===== config.mk =====
export PLATFORM = sky130hd
export DESIGN_NAME = wb_burst_master
export DESIGN_NICKNAME = d
export VERILOG_FILES = /design/src/rtl/wb_burst_master.sv
export SDC_FILE = /design/constraint.sdc
export NUM_CORES = 1
export LEC_CHECK = 0
export ABC_AREA = 1
export BUFFER_PORTS_ARGS = -buffer_cell sky130_fd_sc_hd__buf_4
export CORE_ASPECT_RATIO = 1.25
export CORE_UTILIZATION = 42
export DETAILED_ROUTE_END_ITERATION = 6
export HOLD_SLACK_MARGIN = 0.02
export PLACE_DENSITY = 0.81
export SYNTH_ARGS = -nofsm -noshare
export SYNTH_HDL_FRONTEND = slang
export SYNTH_SLANG_ARGS = --single-unit

===== constraint.sdc =====
create_clock -name clk_i -period 1.8 [get_ports clk_i]
set_input_delay 0.18 -clock clk_i [delete_from_list [all_inputs] [get_ports clk_i]]
set_output_delay 0.18 -clock clk_i [all_outputs]
set_load 0.005 [all_outputs]

===== src/rtl/wb_burst_master.sv =====
// wb_burst_master
// Wishbone B4 burst master. It turns one command descriptor into a classic
// cycle or an incrementing burst toward one of NUM_SLAVES one-hot strobe lines.
// Write data is streamed in and read data is streamed out. The block reports
// completion and bus errors with one-cycle pulses.
//
// Ports
//   clk_i, rst_ni              clock and asynchronous active-low reset
//   cmd_*                      command descriptor with valid/ready handshake
//   wr_data_i/wr_valid_i/wr_ready_o   write data stream, one word per acked beat
//   rd_data_o/rd_valid_o       read data stream (no backpressure)
//   wb_*                       Wishbone master side (muxed slave response in)
//   done_o, err_o              completion pulse, plus error flag on the same cycle
//
// Configuration macro: WB_BURST_WRAP_EN enables wrap-4/8/16 addressing and
// drives wb_bte_o. When it is undefined, the BTE is 00 and addresses increment
// linearly.
module wb_burst_master #(
  parameter int ADDR_WIDTH = 4,
  parameter int DATA_WIDTH = 32,
  parameter int NUM_SLAVES = 2,
  parameter int MAX_BURST  = 16,
  localparam int SEL_WIDTH = DATA_WIDTH / 8,
  localparam int LEN_W     = $clog2(MAX_BURST),
  localparam int SLV_W     = (NUM_SLAVES > 1) ? $clog2(NUM_SLAVES) : 1
) (
  input  logic                  clk_i,
  input  logic                  rst_ni,
  input  logic                  cmd_valid_i,
  output logic                  cmd_ready_o,
  input  logic [ADDR_WIDTH-1:0] cmd_addr_i,
  input  logic                  cmd_we_i,
  input  logic [LEN_W-1:0]      cmd_len_i,
  input  logic [SLV_W-1:0]      cmd_slv_i,
  input  logic [1:0]            cmd_bte_i,
  input  logic [SEL_WIDTH-1:0]  cmd_sel_i,
  input  logic [DATA_WIDTH-1:0] wr_data_i,
  input  logic                  wr_valid_i,
  output logic                  wr_ready_o,
  output logic [DATA_WIDTH-1:0] rd_data_o,
  output logic                  rd_valid_o,
  output logic [ADDR_WIDTH-1:0] wb_adr_o,
  output logic [DATA_WIDTH-1:0] wb_dat_o,
  output logic                  wb_we_o,
  output logic [SEL_WIDTH-1:0]  wb_sel_o,
  output logic [NUM_SLAVES-1:0] wb_stb_o,
  output logic                  wb_cyc_o,
  output logic [2:0]            wb_cti_o,
  output logic [1:0]            wb_bte_o,
  input  logic                  wb_ack_i,
  input  logic                  wb_err_i,
  input  logic [DATA_WIDTH-1:0] wb_dat_i,
  output logic                  done_o,
  output logic                  err_o
);

  typedef enum logic [1:0] {IDLE, BUS, FINISH} state_t;

  state_t                  state;
  logic [ADDR_WIDTH-1:0]   adr;
  logic [ADDR_WIDTH-1:0]   adr_next;
  logic [LEN_W-1:0]        cnt;
  logic                    len_zero;
  logic                    we;
  logic [SEL_WIDTH-1:0]    sel;
  logic [SLV_W-1:0]        slv;
  logic [1:0]              bte;
  logic                    err_flag;
  logic                    slv_bad;
  logic                    stb_act;

  // The check is only needed when the index field can encode a missing slave.
  // Otherwise the compare would be constant.
  if (NUM_SLAVES < (1 << SLV_W)) begin : g_slv_chk
    assign slv_bad = (cmd_slv_i >= SLV_W'(NUM_SLAVES));
  end else begin : g_slv_ok
    assign slv_bad = 1'b0;
  end

  // A write beat strobes only while write data is offered. The cycle stays
  // open during a stall.
  assign stb_act     = (state == BUS) && (!we || wr_valid_i);
  assign wb_stb_o    = stb_act ? (NUM_SLAVES'(1) << slv) : '0;
  assign wb_cyc_o    = (state == BUS);
  assign wb_dat_o    = (state == BUS && we) ? wr_data_i : '0;
  assign wr_ready_o  = wb_ack_i && we && stb_act;
  assign cmd_ready_o = (state == IDLE);
  assign done_o      = (state == FINISH);
  assign err_o       = (state == FINISH) && err_flag;
  assign wb_adr_o    = adr;
  assign wb_we_o     = we;
  assign wb_sel_o    = sel;
  assign wb_bte_o    = bte;
  // A single-beat command is a classic cycle. In a burst, only the final
  // beat is tagged end-of-burst.
  assign wb_cti_o    = (state != BUS || len_zero) ? 3'b000 :
                       (cnt == '0) ? 3'b111 : 3'b010;

`ifdef WB_BURST_WRAP_EN
  logic [ADDR_WIDTH-1:0] wrap_mask;
  logic [ADDR_WIDTH-1:0] adr_inc;
  always_comb begin
    wrap_mask = '1;
    adr_inc   = adr + 1'b1;
    case (bte)
      2'b01:   wrap_mask = ADDR_WIDTH'(3);
      2'b10:   wrap_mask = ADDR_WIDTH'(7);
      2'b11:   wrap_mask = ADDR_WIDTH'(15);
      default: wrap_mask = '1;
    endcase
    // Bits above the wrap window stay fixed. Only the low bits count.
    adr_next = (adr & ~wrap_mask) | (adr_inc & wrap_mask);
  end
`else
  logic unused_bte;
  assign unused_bte = ^cmd_bte_i;
  assign adr_next   = adr + 1'b1;
`endif

  always_ff @(posedge clk_i or negedge rst_ni) begin
    if (!rst_ni) begin
      state      <= IDLE;
      adr        <= '0;
      cnt        <= '0;
      len_zero   <= 1'b0;
      we         <= 1'b0;
      sel        <= '0;
      slv        <= '0;
      bte        <= 2'b00;
      err_flag   <= 1'b0;
      rd_data_o  <= '0;
      rd_valid_o <= 1'b0;
    end else begin
      rd_valid_o <= 1'b0;
      case (state)
        IDLE: if (cmd_valid_i) begin
          adr      <= cmd_addr_i;
          cnt      <= cmd_len_i;
          len_zero <= (cmd_len_i == '0);
          we       <= cmd_we_i;
          sel      <= cmd_sel_i;
          slv      <= cmd_slv_i;
`ifdef WB_BURST_WRAP_EN
          bte      <= cmd_bte_i;
`else
          bte      <= 2'b00;
`endif
          // An unreachable slave never gets a strobe. It reports an error at once.
          err_flag <= slv_bad;
          state    <= slv_bad ? FINISH : BUS;
        end
        BUS: if (stb_act) begin
          if (wb_err_i) begin
            err_flag <= 1'b1;
            state    <= FINISH;
          end else if (wb_ack_i) begin
            if (!we) begin
              rd_data_o  <= wb_dat_i;
              rd_valid_o <= 1'b1;
            end
            adr <= adr_next;
            if (cnt == '0) state <= FINISH;
            else           cnt   <= cnt - 1'b1;
          end
        end
        FINISH: state <= IDLE;
        default: state <= IDLE;
      endcase
    end
  end

endmodule


# --- Yosys cells after proc, flatten, opt, wreduce, memory -nomap -nowiden ---
# Index checks and enable logic that the tools add are counted.
word_totals:
  elab_cells: 74
  in_bits: 86
  ff_bits: 51
op_classes:
  eq_ne: 11
  muxes: 30
  n_reduce_logical: 18
  n_bitwise: 2
  add_sub_neg: 2
  shifts: 1
ops:
  columns: ["cell", "count"]
  rows:
  - ["4-bit two-way mux", 9]
  - ["32-bit two-way mux", 1]
  - ["4-bit one-hot mux with 2 select lines", 2]
  - ["2-bit two-way mux", 6]
  - ["5-bit AND reduction", 2]
  - ["4-bit zero test", 2]
  - ["1-bit two-way mux", 8]
  - ["2-bit by 1-bit != test with 1-bit output (second input constant)", 4]
  - ["4-bit AND reduction", 2]
  - ["3-bit two-way mux", 2]
  - ["2-bit != test (second input constant)", 3]
  - ["3-bit by 1-bit != test with 1-bit output (second input constant)", 2]
  - ["6-bit AND reduction", 1]
  - ["1-bit logical AND", 5]
  - ["4-bit by 1-bit adder with 4-bit output (second input constant)", 1]
  - ["2-bit one-hot mux with 2 select lines", 1]
  - ["4-bit by 1-bit subtractor with 4-bit output (second input constant)", 1]
  - ["2-bit by 1-bit equality test with 1-bit output (second input constant)", 1]
  - ["2-bit equality test (second input constant)", 1]
  - ["2-bit zero test", 1]
  - ["1-bit logical OR", 2]
  - ["1-bit NOT", 2]
  - ["1-bit one-hot mux with 2 select lines", 1]
  - ["2-bit AND reduction", 1]
  - ["3 further kinds", 3]

# --- Longest topological paths before layout ---
logic_depth:
  word_depth: 6
  ltp_mapped: 8

# --- Worst setup path before layout ---
# Ideal clock, no wire load.
synth_timing:
  path_kind: "reg-to-output"
  startpoint: "register cnt[0]"
  endpoint: "output wb_cti_o[2]"
  path_buffers: 1
  required_ps: 1620
  stages_incl_launch_ff: 8
  t_arrival_ps: 1256
  slack_ps: 364
  cell_sequence: "dfrtp_1 inv_1 ha_1 nand3_1 nor2_1 inv_1 nor2_1 buf_4"
synth_via:
  elab_chain_cells: 3
synth_lines:
  columns: ["item", "line", "text"]
  rows:
  - ["start: declaration", "62", "logic [LEN_W-1:0] cnt;"]
  - ["start signal: assignment", "138", "cnt <= cmd_len_i;"]
  - ["start signal: assignment", "163", "else cnt <= cnt - 1'b1;"]
  - ["4-bit zero test", "97", "(cnt == '0) ? 3'b111 : 3'b010;"]
  - ["3-bit two-way mux", "97", null]
  - ["3-bit two-way mux", "96", "assign wb_cti_o = (state != BUS || len_zero) ? 3'b000 :"]
  - ["end: declaration", "48", "output logic [2:0] wb_cti_o,"]
# No other way between the ends.

# --- Worst setup path in the final report ---
# Same ends and word-level chain as after synthesis.

==> results.toml <==
[floorplanning]
rows = 31
io-pin-count = 172
initial_core_util_pct = 43.96
fp.dieW_microns = 71.80
die_area_sq_um = 6407
die_height_microns = 89.25
core-area_sq_um = 5818

[logic_synthesis]
synth_cell_type_count = 23
synth-compound-area-share_pct = 1.957
syn-cell-area_sq_um = 2557
ys_seq_area_share_pct = 49.90
yosysWarnings = 0
syn_inst = 345
yosys.area_share.simple_pct = 33.61
synth_top_family_by_area = "simple AND/OR/NAND/NOR gates"
ys_ff_latch = 51
synthMuxAreaShare_pct = 2.202
synthAdderAreaFrac_pct = 0.9785
synthXorXnorAreaFrac_pct = 0.3425
postSynthAreaPerCell_sq_um = 7.413

[setup_path]
startpoint_type = "flip-flop"
crit_slowest_cell = "dfrtp_1"
crit_arrival_ns = 1.52
crit_top_cell = "nor2_2"
crit_chain = "inv_2, ha_2, nand3_2, nor2_2, inv_1, nor2_2, buf_4"
cp_top_family = "flip-flops"
cp_max_fo = 3
r2r_slack_ns = 0.45
critPathKind = "reg2out"
path_buf_inv = 3
required_ns = 1.62
cpPeakStageDelay_ns = 0.41
setup.worst_path.end_class = "output pin"

[clocking]
cts_buffer_depth = 2
clock_latency_ns = 0.30
cts-htree-levels = 2
cts_made_buffers = 5
cts_sinks = 51
cts_tree = "built"
cts_root_buf = "clkbuf_8"
clkTransAtPathRegs_ns = 0.09

[hold_path]
hold_class = "in2reg"

[layout]
mostFrequentLayoutCell = "buf_4"
nFillCells = 493
final_nets = 603
drive_above_1_share_pct = 40.31
layout_common_cells = "173 x buf_4, 147 x nand2_1, 49 x dfrtp_1"
syn2layout_area_growth_pct = 56.21
fin_cells = 583

[timing]
finalCritPeriodShare_pct = 94.25
final-hold-violation-count = 0
fmaxAchievable_mhz = 589.5
worstMarginPinSlew_ns = 0.6194
skew_ns = 0.01081
worst_slack_ns = 0.1035
slew-limit-headroom_pct = 58.71
hold_slack_ns = 0.06380
rsz0062_at_grt = "false"
layout_min_cycle_time_ns = 1.696
setup_viol = 0
slew_viol_final = 0
setup-tns-final_ns = 0

[drt]
viasPerCell = 4.666
first_iter_violations = 61
drc = 0
drt_first_pass_iters = 4
drt-total-wl_microns = 7529
wl_per_cell_microns = 12.91
vias = 2720
drtAntennaViolNets = 0

[global_routing]
grt_util_all_layers_pct = 23.06
grt_max_degree = 52
antenna_found_initial = 1
grt_pass1_wl_microns = 11120
grt_pass1_vias = 2474
overflow = 0

[placement]
dp.cells = 570
place_ws_ns = 0.2422
gp_congestion = 0.8218
dp_hpwl_microns = 5864
port_buffers = 167

[status]
status = "finished clean"

[pwr]
p_leak_nw = 2.417
power.density_nw_per_um2 = 1418
irDropWorstVdd_uv = 867.8

[job]
drv_cap = 0
[registers in the layout, indices dropped and copies added, names as in the netlist]
signal	count
rd_data_o	32
cnt	4
wb_adr_o	4
wb_sel_o	4
state	2
err_flag	1
len_zero	1
rd_valid_o	1
slv	1
wb_we_o	1
[cells in the mapped netlist, drive strengths merged]
library cell / n / share of area (%)
xnor2: 1 / 0.34
conb: 1 / 0.15
or2: 1 / 0.24
o21ai: 8 / 1.6
ha: 2 / 0.98
nor3: 1 / 0.20
inv: 47 / 6.9
nand3: 7 / 1.4
nor2: 51 / 8.5
mux2: 5 / 2.2
a21oi: 2 / 0.39
buf: 14 / 4.0
dfrtp: 51 / 50
and3: 1 / 0.24
nand2: 152 / 23
nand4: 1 / 0.24
[kinds of logic (layout without fill, tap and decap cells)]
group	after synthesis	count (layout)
compound gates	10	10
xor+xnor	1	1
fa+ha+maj	2	2
buf+inv	61	231
flops	51	51
mux	5	5
other cells	1	3
simple gates	214	214
[worst paths after layout]
check	endpoint	cells after the start	startpoint
hold / removal	rd_data_o[25]	3	wb_dat_i[25]
min in group asynchronous	rd_data_o[19]	2	rst_ni
max in group asynchronous	state[1]	2	rst_ni
setup reg to reg	wb_sel_o[1]	4	state[1]
setup / recovery	wb_cti_o[2]	7	cnt[0]
hold reg to reg	rd_data_o[28]	2	rd_data_o[28]
[metal layers]
| layer | global-route usage, % | vias to the layer above | wire (microns) | part of all wire [%] |
|---|---|---|---|---|
| met5 | 0 | - | 0 | 0 |
| met3 | 6.088 | 18 | 712 | 9.5 |
| met4 | 12.83 | 0 | 263 | 3.5 |
| met2 | 43.31 | 144 | 3957 | 53 |
| li1 | - | 1347 | - | - |
| met1 | 23.11 | 1211 | 2596 | 34 |
[metrics by stage]
stage,total power [mW],area (sq um),util [%]
global placement,4.841,3846,66.11
CTS,5.654,3961,68.09
detailed placement,4.935,3846,66.11
global route,6.131,3995,68.67
floorplan,3.414,2561,-
finish,5.665,3995,68.67
[worst register-to-register path: stages, from the launching register on]
cell and delay [ns]:
dfrtp_2 0.47, nor2_1 0.16, nand2_1 0.14, buf_4 0.20, mux2_2 0.27
[report_power, final]
| group | leakage (nW) | switching [mW] | internal, mW |
|---|---|---|---|
| clock | 0.0484 | 0.372 | 0.316 |
| sequential | 0.633 | 0.399 | 1.71 |
| combinational | 1.74 | 1.34 | 1.53 |
| total | 2.42 | 2.11 | 3.56 |
[final cells by class]
class / instances / area [sq um] / share of cell area, %
timing repair buffer: 176 / 1340 / 33.54
sequential: 51 / 1279 / 32.01
inverter: 47 / 176.4 / 4.416
clock inverter: 1 / 8.758 / 0.2192
clock buffer: 7 / 86.33 / 2.161
antenna: 1 / 2.502 / 0.06264
multi-input combinational: 234 / 1020 / 25.52
tap: 66 / 82.58 / 2.067
[what timing repair did]
action	4_1_cts	5_1_grt
hold buffers	1	0
hold endpoints to repair	51	0
cloned	0	0
setup buffers	1	2
setup endpoints to repair	2	35
pin swaps	1	3
gates resized for setup	1	8
(Power assumes the default switching activity.)
